## src/rtl/pal_pkg.sv

```systemverilog
// rtl/pal_pkg.sv - shared types and defaults for the pal ingress skid stage
package pal_pkg;

  localparam int W_DATA_DEF = 32;
  localparam int W_CNT_DEF  = 16;

  typedef enum logic [1:0] {
    EMPTY = 2'd0,
    BUSY  = 2'd1,
    FULL  = 2'd2
  } state_t;

  typedef struct packed {
    logic [W_DATA_DEF-1:0] data;
    logic                  last;
    logic [W_CNT_DEF-1:0]  seq;
  } slot_t;

  function automatic logic [1:0] occ_of(input state_t s);
    case (s)
      BUSY:    return 2'd1;
      FULL:    return 2'd2;
      default: return 2'd0;
    endcase
  endfunction

endpackage

```

## src/rtl/pal_slot_reg.sv

```systemverilog
// rtl/pal_slot_reg.sv - loadable register holding one {data, last, seq} slot
module pal_slot_reg #(
  parameter int W = 49
) (
  input  logic         i_clk,
  input  logic         i_rst,
  input  logic         i_load,
  input  logic [W-1:0] i_d,
  output logic [W-1:0] o_q
);

  logic [W-1:0] slot_q;

  always_ff @(posedge i_clk) begin
    if (i_rst) begin
      slot_q <= '0;
    end else if (i_load) begin
      slot_q <= i_d;
    end
  end

  assign o_q = slot_q;

endmodule

```

## src/rtl/pal_ingress_skid.sv

```systemverilog
// rtl/pal_ingress_skid.sv - two-entry elastic stage with word-in-frame tagging and frame count
module pal_ingress_skid
  import pal_pkg::*;
#(
  parameter int W_DATA = W_DATA_DEF,
  parameter int W_CNT  = W_CNT_DEF
) (
  input  logic              i_clk,
  input  logic              i_rst,
  input  logic              i_valid,
  output logic              o_ready,
  input  logic [W_DATA-1:0] i_data,
  input  logic              i_last,
  output logic              o_valid,
  input  logic              i_ready,
  output logic [W_DATA-1:0] o_data,
  output logic              o_last,
  output logic [W_CNT-1:0]  o_seq,
  output logic [W_CNT-1:0]  o_frames,
  output logic [1:0]        o_occ
);

  localparam int W_SLOT = W_DATA + 1 + W_CNT;

  state_t             state_q, state_d;
  logic               valid_q, ready_q;
  logic [1:0]         occ_q;
  logic [W_CNT-1:0]   idx_q, frames_q;
  logic               accept, send;
  logic               main_load, skid_load;
  logic [W_SLOT-1:0]  in_slot, main_d, main_q, skid_q;

  assign accept  = i_valid & ready_q;
  assign send    = valid_q & i_ready;
  assign in_slot = {i_data, i_last, idx_q};

  always_comb begin
    state_d   = state_q;
    main_load = 1'b0;
    skid_load = 1'b0;
    main_d    = in_slot;
    case (state_q)
      EMPTY: begin
        main_load = accept;
        if (accept) state_d = BUSY;
      end
      BUSY: begin
        main_load = accept & send;
        skid_load = accept & ~send;
        if (accept & ~send)      state_d = FULL;
        else if (~accept & send) state_d = EMPTY;
      end
      FULL: begin
        main_load = send;
        main_d    = skid_q;
        if (send) state_d = BUSY;
      end
      default: state_d = EMPTY;
    endcase
  end

  // ready/valid/occ are registered from the next state so no input reaches them combinationally
  always_ff @(posedge i_clk) begin
    if (i_rst) begin
      state_q  <= EMPTY;
      valid_q  <= 1'b0;
      ready_q  <= 1'b0;
      occ_q    <= 2'd0;
      idx_q    <= '0;
      frames_q <= '0;
    end else begin
      state_q <= state_d;
      valid_q <= (state_d != EMPTY);
      ready_q <= (state_d != FULL);
      occ_q   <= occ_of(state_d);
      if (accept) begin
        idx_q <= i_last ? '0 : idx_q + 1'b1;
      end
      if (send && o_last && (frames_q != {W_CNT{1'b1}})) begin
        frames_q <= frames_q + 1'b1;
      end
    end
  end

  pal_slot_reg #(.W(W_SLOT)) u_main (
    .i_clk  (i_clk),
    .i_rst  (i_rst),
    .i_load (main_load),
    .i_d    (main_d),
    .o_q    (main_q)
  );

  pal_slot_reg #(.W(W_SLOT)) u_skid (
    .i_clk  (i_clk),
    .i_rst  (i_rst),
    .i_load (skid_load),
    .i_d    (in_slot),
    .o_q    (skid_q)
  );

  assign o_data   = main_q[W_SLOT-1 -: W_DATA];
  assign o_last   = main_q[W_CNT];
  assign o_seq    = main_q[W_CNT-1:0];
  assign o_valid  = valid_q;
  assign o_ready  = ready_q;
  assign o_occ    = occ_q;
  assign o_frames = frames_q;

endmodule

```

## config.mk

```make
export PLATFORM = sky130hd
export DESIGN_NAME = pal_ingress_skid
export DESIGN_NICKNAME = d
export VERILOG_FILES = /design/src/rtl/pal_pkg.sv /design/src/rtl/pal_slot_reg.sv /design/src/rtl/pal_ingress_skid.sv
export SDC_FILE = /design/constraint.sdc
export NUM_CORES = 1
export LEC_CHECK = 0
export ABC_AREA = 1
export CORE_ASPECT_RATIO = 0.5
export CORE_UTILIZATION = 47
export DETAILED_ROUTE_END_ITERATION = 8
export GPL_ROUTABILITY_DRIVEN = 0
export PLACE_DENSITY = 0.84
export SLEW_MARGIN = 15
export SYNTH_ARGS = -nofsm -noshare
export SYNTH_HDL_FRONTEND = slang
export SYNTH_SLANG_ARGS = --single-unit
export TNS_END_PERCENT = 10
```

## constraint.sdc

```tcl
create_clock -name i_clk -period 1.3 [get_ports i_clk]
set_input_delay 0.39 -clock i_clk [delete_from_list [all_inputs] [get_ports i_clk]]
set_output_delay 0.39 -clock i_clk [all_outputs]
set_load 0.01 [all_outputs]
```

# --- After elaboration in Yosys (flattened, before gate mapping) ---
# Cells that the tools add are included.
totals:
  ff_bits: 136
  input_bits: 37
  output_inout_bits: 69
  elab_cells: 37
classes:
  addsub: 2
  eq_ne: 6
  muxes: 10
  bitwise_logic: 7
  reduce_logical: 4
ops:
  columns: ["cell", "count"]
  rows:
  - ["$mux W49", 1]
  - ["$add A16 B1 Y16 const B", 2]
  - ["$mux W16", 1]
  - ["$ne A16 B16 Y1 const B", 1]
  - ["$mux W2", 4]
  - ["$pmux W2 S3", 1]
  - ["$and A1 B1 Y1", 5]
  - ["$eq A2 B1 Y1 const B", 2]
  - ["$eq A2 B2 Y1 const B", 2]
  - ["$pmux W2 S2", 1]
  - ["$pmux W1 S3", 1]
  - ["$logic_and A1 B1 Y1", 2]
  - ["$logic_not A2 Y1", 1]
  - ["$ne A2 B2 Y1 const B", 1]
  - ["$not A1 Y1", 2]
  - ["$reduce_bool A2 Y1", 1]
  - ["$mux W1", 1]

# --- Longest topological paths before layout ---
logic_depth:
  word_depth: 8
  depth_mapped: 9
  mapped_depth_nobuf: 9

# --- By module ---
# From an unflattened synthesis, not the netlist that was laid out.
unflattened:
  cells_unflattened: 977
  area_unflattened_um2: 6547.5
modules_own_cells:
  columns: ["mod", "n_inst", "cells_per_inst", "area_each_um2", "seq_area_each_um2"]
  rows:
  - ["pal_slot_reg", 2, 311, 2006.9, 980.9]
  - ["pal_ingress_skid", 1, 355, 2533.7, 760.7]

# --- Worst setup path before layout ---
# Ideal clock, no wire load.
synth_timing:
  path_kind: "register -> register"
  from: "reg frames_q[0], in the netlist o_frames[0]"
  to: "reg frames_q[11], in the netlist o_frames[11]"
  setup_time_ns: 0.132
  arrival_ns: 1.415
  required_time_ns: 1.168
  path_slack_ns: -0.248
  path_stages_with_launch: 10
  path_buffers: 1
  period_less_slack_ns: 1.548
  cell_sequence: "dfxtp_1 -> ha_1 -> nand2_1 -> nor2_1 -> nand2_1 -> nor2_1 -> nor2_4 -> buf_4 -> nand2_1 -> a21oi_1"
synth_between:
  elab_chain_len: 2
  elab_cells_between_ends: 3
  classes_between: "1 x add/sub; 1 x eq/ne; 1 x reduce/logical"
synth_lines:
  columns: ["item", "line_no", "text"]
  rows:
  - ["from (decl)", "pal_ingress_skid.sv:28", "logic [W_CNT-1:0] idx_q, frames_q;"]
  - ["from (signal assigned)", "pal_ingress_skid.sv:80", "frames_q <= frames_q + 1'b1;"]
  - ["branches (longest 2 deep; another with $add A16 B1 Y16)", null, null]
# Several ways; the timed one is not identified.
# A chain may end at the register's enable or synchronous reset.

# --- Worst setup path after layout ---
layout_timing:
  from: "reg state_q[0]"
  to: "reg u_main.slot_q[28], in the netlist u_main.o_q[28]"
layout_between:
  elab_chain_len: 2
  elab_cells_between_ends: 5
  classes_between: "2 x eq/ne; 2 x mux; 1 x reduce/logical"
layout_lines:
  columns: ["item", "line_no", "text"]
  rows:
  - ["from (decl)", "pal_ingress_skid.sv:25", "state_t state_q, state_d;"]
  - ["from (signal assigned)", "pal_ingress_skid.sv:72", "state_q <= state_d;"]
  - ["$eq A2 B2 Y1, or another cell as far along", "pal_ingress_skid.sv:42", "case (state_q)"]
  - ["$pmux W1 S3 or $mux W49 (tied branches)", "pal_ingress_skid.sv:42", null]
  - ["to (signal assigned)", "pal_slot_reg.sv:18", "slot_q <= i_d;"]
  - ["to (decl)", "pal_slot_reg.sv:12", "logic [W-1:0] slot_q;"]
# Several ways; a longest one is shown, not always the timed one.

==> impl_metrics.json <==
{
  "antenna_cells": 0,
  "hold_viol": 0,
  "rsz0062_at_grt": "true",
  "cts_hold_buf": 0,
  "track_usage_pct": 25.49,
  "worstPathRequired_ns": 1.61,
  "crit_top_cell": "nor2_1",
  "place_area_um2": 7387,
  "final.min_clock_period_ns": 1.478,
  "ctsHtreeMaxLevel": 4,
  "fin_cells": 1170,
  "clock-sinks": 136,
  "synthesis.nets": 866,
  "path_cells": "inv_4 -> nand2_4 -> inv_6 -> o21ai_4 -> clkinv_4 -> clkbuf_16 -> nor2_1 -> nor2_1",
  "ys_ff_latch": 136,
  "hold_path_depth": 2,
  "peakVddDrop_mv": 1.033,
  "yosys-top-cells-area": "dfxtp_1 (48%), nor2_1 (13%), nand2_1 (11%), o21ai_0 (11%), a21oi_1 (3.9%)",
  "cpPeakStageDelay_ns": 0.38,
  "fin_ws_ns": -0.1776,
  "cts_tree": "built",
  "ios": 106,
  "drt-pass1-iter-count": 6,
  "combPwrFrac_pct": 13.3,
  "die_h_um": 80.03,
  "fp-row-count": 28,
  "fmax_mhz": 676.8,
  "synth_top_area_share_pct": 47.57,
  "grt_pass1_wl_um": 25310,
  "path_clk_slew_ns": 0.06,
  "die_x_um": 158.1,
  "drtAntennaViolNets": 0,
  "port_buffers": 105,
  "fin_nets": 1031,
  "fillerInstances": 810,
  "switching_power_mw": 2.982,
  "yosys_warnings": 0,
  "path_class": "reg2reg",
  "grt_max_degree": 48,
  "synth_area_um2": 5723,
  "cts-root-buf": "clkbuf_16",
  "end_kind": "register",
  "clk_path_buf_depth": 2,
  "wl_per_cell_um": 16.54,
  "ff2ff_path_depth": 8,
  "netlist_instances": 827,
  "coreArea_um2": 11840,
  "finalSetupViolCount": 102,
  "clkPwrFrac_pct": 44.9,
  "slew_violations": 0,
  "power.leakage_nw": 3.647,
  "placed_cells": 1111,
  "switching_share_pct": 27.62,
  "clock_latency_ns": 0.42,
  "initial_utilization_pct": 48.33,
  "worst-path-max-fanout": 11,
  "p_per_area_nw_per_um2": 1278,
  "drc": 0,
  "syn2layout_area_growth_pct": 47.64,
  "worstSetupStartpointType": "register",
  "numCtsBuffers": 17,
  "worstPathArrival_ns": 1.78,
  "synth.distinct_cells": 27,
  "relSlewSlack_pct": 77.65,
  "dr.first_iter.drc_count": 601,
  "yosys.area.top_type": "dfxtp_1",
  "design_area_um2": 8449,
  "fin_crit_sh_pct": 113.7,
  "fin_skew_ns": 0.009142,
  "crit_slowest_cell": "dfxtp_4",
  "internal_power_mw": 7.815,
  "dieArea_um2": 12650,
  "drive_above_1_share_pct": 31.54,
  "status": "finished, violations left",
  "hold_ws_ns": 0.4452,
  "first_global_vias": 5489,
  "antenna_found_initial": 0,
  "violations": "negative setup slack",
  "via_per_inst": 5.509,
  "total_power_mw": 10.80,
  "max_cap_viol_count": 0,
  "synth_seq_area_share_pct": 47.57,
  "post-dp-hpwl_um": 10190,
  "seqPwrFrac_pct": 41.9,
  "wl_um": 19360,
  "overflow": 0,
  "vias": 6446,
  "avgSynthCellArea_um2": 6.920,
  "tightest_slew_ns": 0.3327,
  "min_path_type": "reg2reg"
}
## cells in the final DEF, fill, tap and decap left out, types with 4 or more instances in the layout
cell type        instances
nor2_1                 177
nand2_1                160
dfxtp_1                 85
o21ai_0                 77
buf_4                   59
buf_2                   55
inv_1                   42
o21ai_1                 39
dfxtp_2                 39
a21oi_1                 38
clkdlybuf4s50_1         34
buf_6                   24
clkbuf_16               22
nor2_2                  17
dfxtp_4                 12
o21ai_2                 11
nor2_4                  10
nand2_2                 10
buf_12                  10
nand3_1                  9
nand4_1                  8
a21oi_2                  7
o21ai_4                  6
nand2_4                  5
xor2_1                   5
inv_6                    4
clkinv_4                 4
inv_2                    4
nor3_1                   4
## cell usage after synthesis (all sizes together)
master and count:
xnor2 3, clkbuf 29, buf 15, a21oi 45
nand2 176, ha 2, xor2 5, o21ai 132
nor2 204, nand4 8, a211oi 3, or2 1
nand3 12, dfxtp 136, nand3b 1, nor3 4
inv 50, o31ai 1
## critical path: cells and delay by family, from the launching register on
| family | cells | cell delay (ns) |
|---|---|---|
| compound gates | 1 | 0.21 |
| buf+inv | 4 | 0.48 |
| flops | 1 | 0.38 |
| simple gates | 3 | 0.29 |
## timing repair
item                                    4_1_cts  5_1_grt
gates cloned                                  1        5
hold endpoints to repair                      0        0
endpoints found under the setup margin      199      153
resized for setup                           354      147
setup buffers                                 6       16
pin swaps                                     4       21
## cell type report
| type | count | area (um^2) | share of cell area [%] |
|---|---|---|---|
| multi-input cells | 598 | 2970 | 35.15 |
| flip-flops and latches | 136 | 2816 | 33.33 |
| repair buffers | 189 | 1665 | 19.71 |
| clock buffers | 18 | 450.4 | 5.331 |
| well taps | 165 | 206.4 | 2.443 |
| inverters | 50 | 202.7 | 2.399 |
| clock inverters | 14 | 137.6 | 1.629 |
## flip-flops by register name, indices dropped and copies added (netlist names)
signal,count
o_frames,16
idx_q,16
u_main.o_q,49
o_ready,1
u_skid.o_q,49
state_q,2
o_occ,2
o_valid,1
## path summary, 6_finish.rpt
kind	from	end	slack, ns
setup / recovery	state_q[0]	u_main.o_q[28]	-0.18
hold / removal	u_skid.o_q[42]	u_skid.o_q[42]	0.45
hold reg to reg	u_skid.o_q[42]	u_skid.o_q[42]	0.45
setup reg to reg	state_q[0]	u_main.o_q[28]	-0.18
## per-stage QoR
| step | util [%] | setup WS (ns) | setup TNS [ns] |
|---|---|---|---|
| after floorplan | - | -0.04016 | -0.5650 |
| after global placement | 62.38 | -0.6229 | -73.81 |
| after detailed placement | 62.38 | -0.6912 | -79.15 |
| after CTS | 66.24 | -0.08782 | -1.599 |
| after global routing | 71.35 | -0.2599 | -14.17 |
| final | 71.35 | -0.1776 | -7.955 |
## power by group through the flow
stage          sequential, mW  clock (mW)  combinational [mW]
4_1_cts                  4.49        4.79                1.13
3_3_place_gp             4.57           0                1.19
6_report                 4.52        4.84                1.43
2_1_floorplan            4.64           0               0.532
5_1_grt                  4.53        5.02                1.54
3_5_place_dp             4.58           0                1.23
## layer usage
layer	part of all wire, %	vias up	track usage [%]
li1	-	2995	-
met1	38	3003	30.34
met3	7.3	95	4.723
met5	0	-	0
met4	4.1	0	11.15
met2	50	353	45.15
## cells by family after synthesis
family	share of synthesized area (%)
simple gates	27.70
fa+ha+maj	0.4372
compound gates	16.13
buf+inv	6.930
xor+xnor	1.224
flops	47.57
Note: power is estimated with default switching activity, not from simulation.
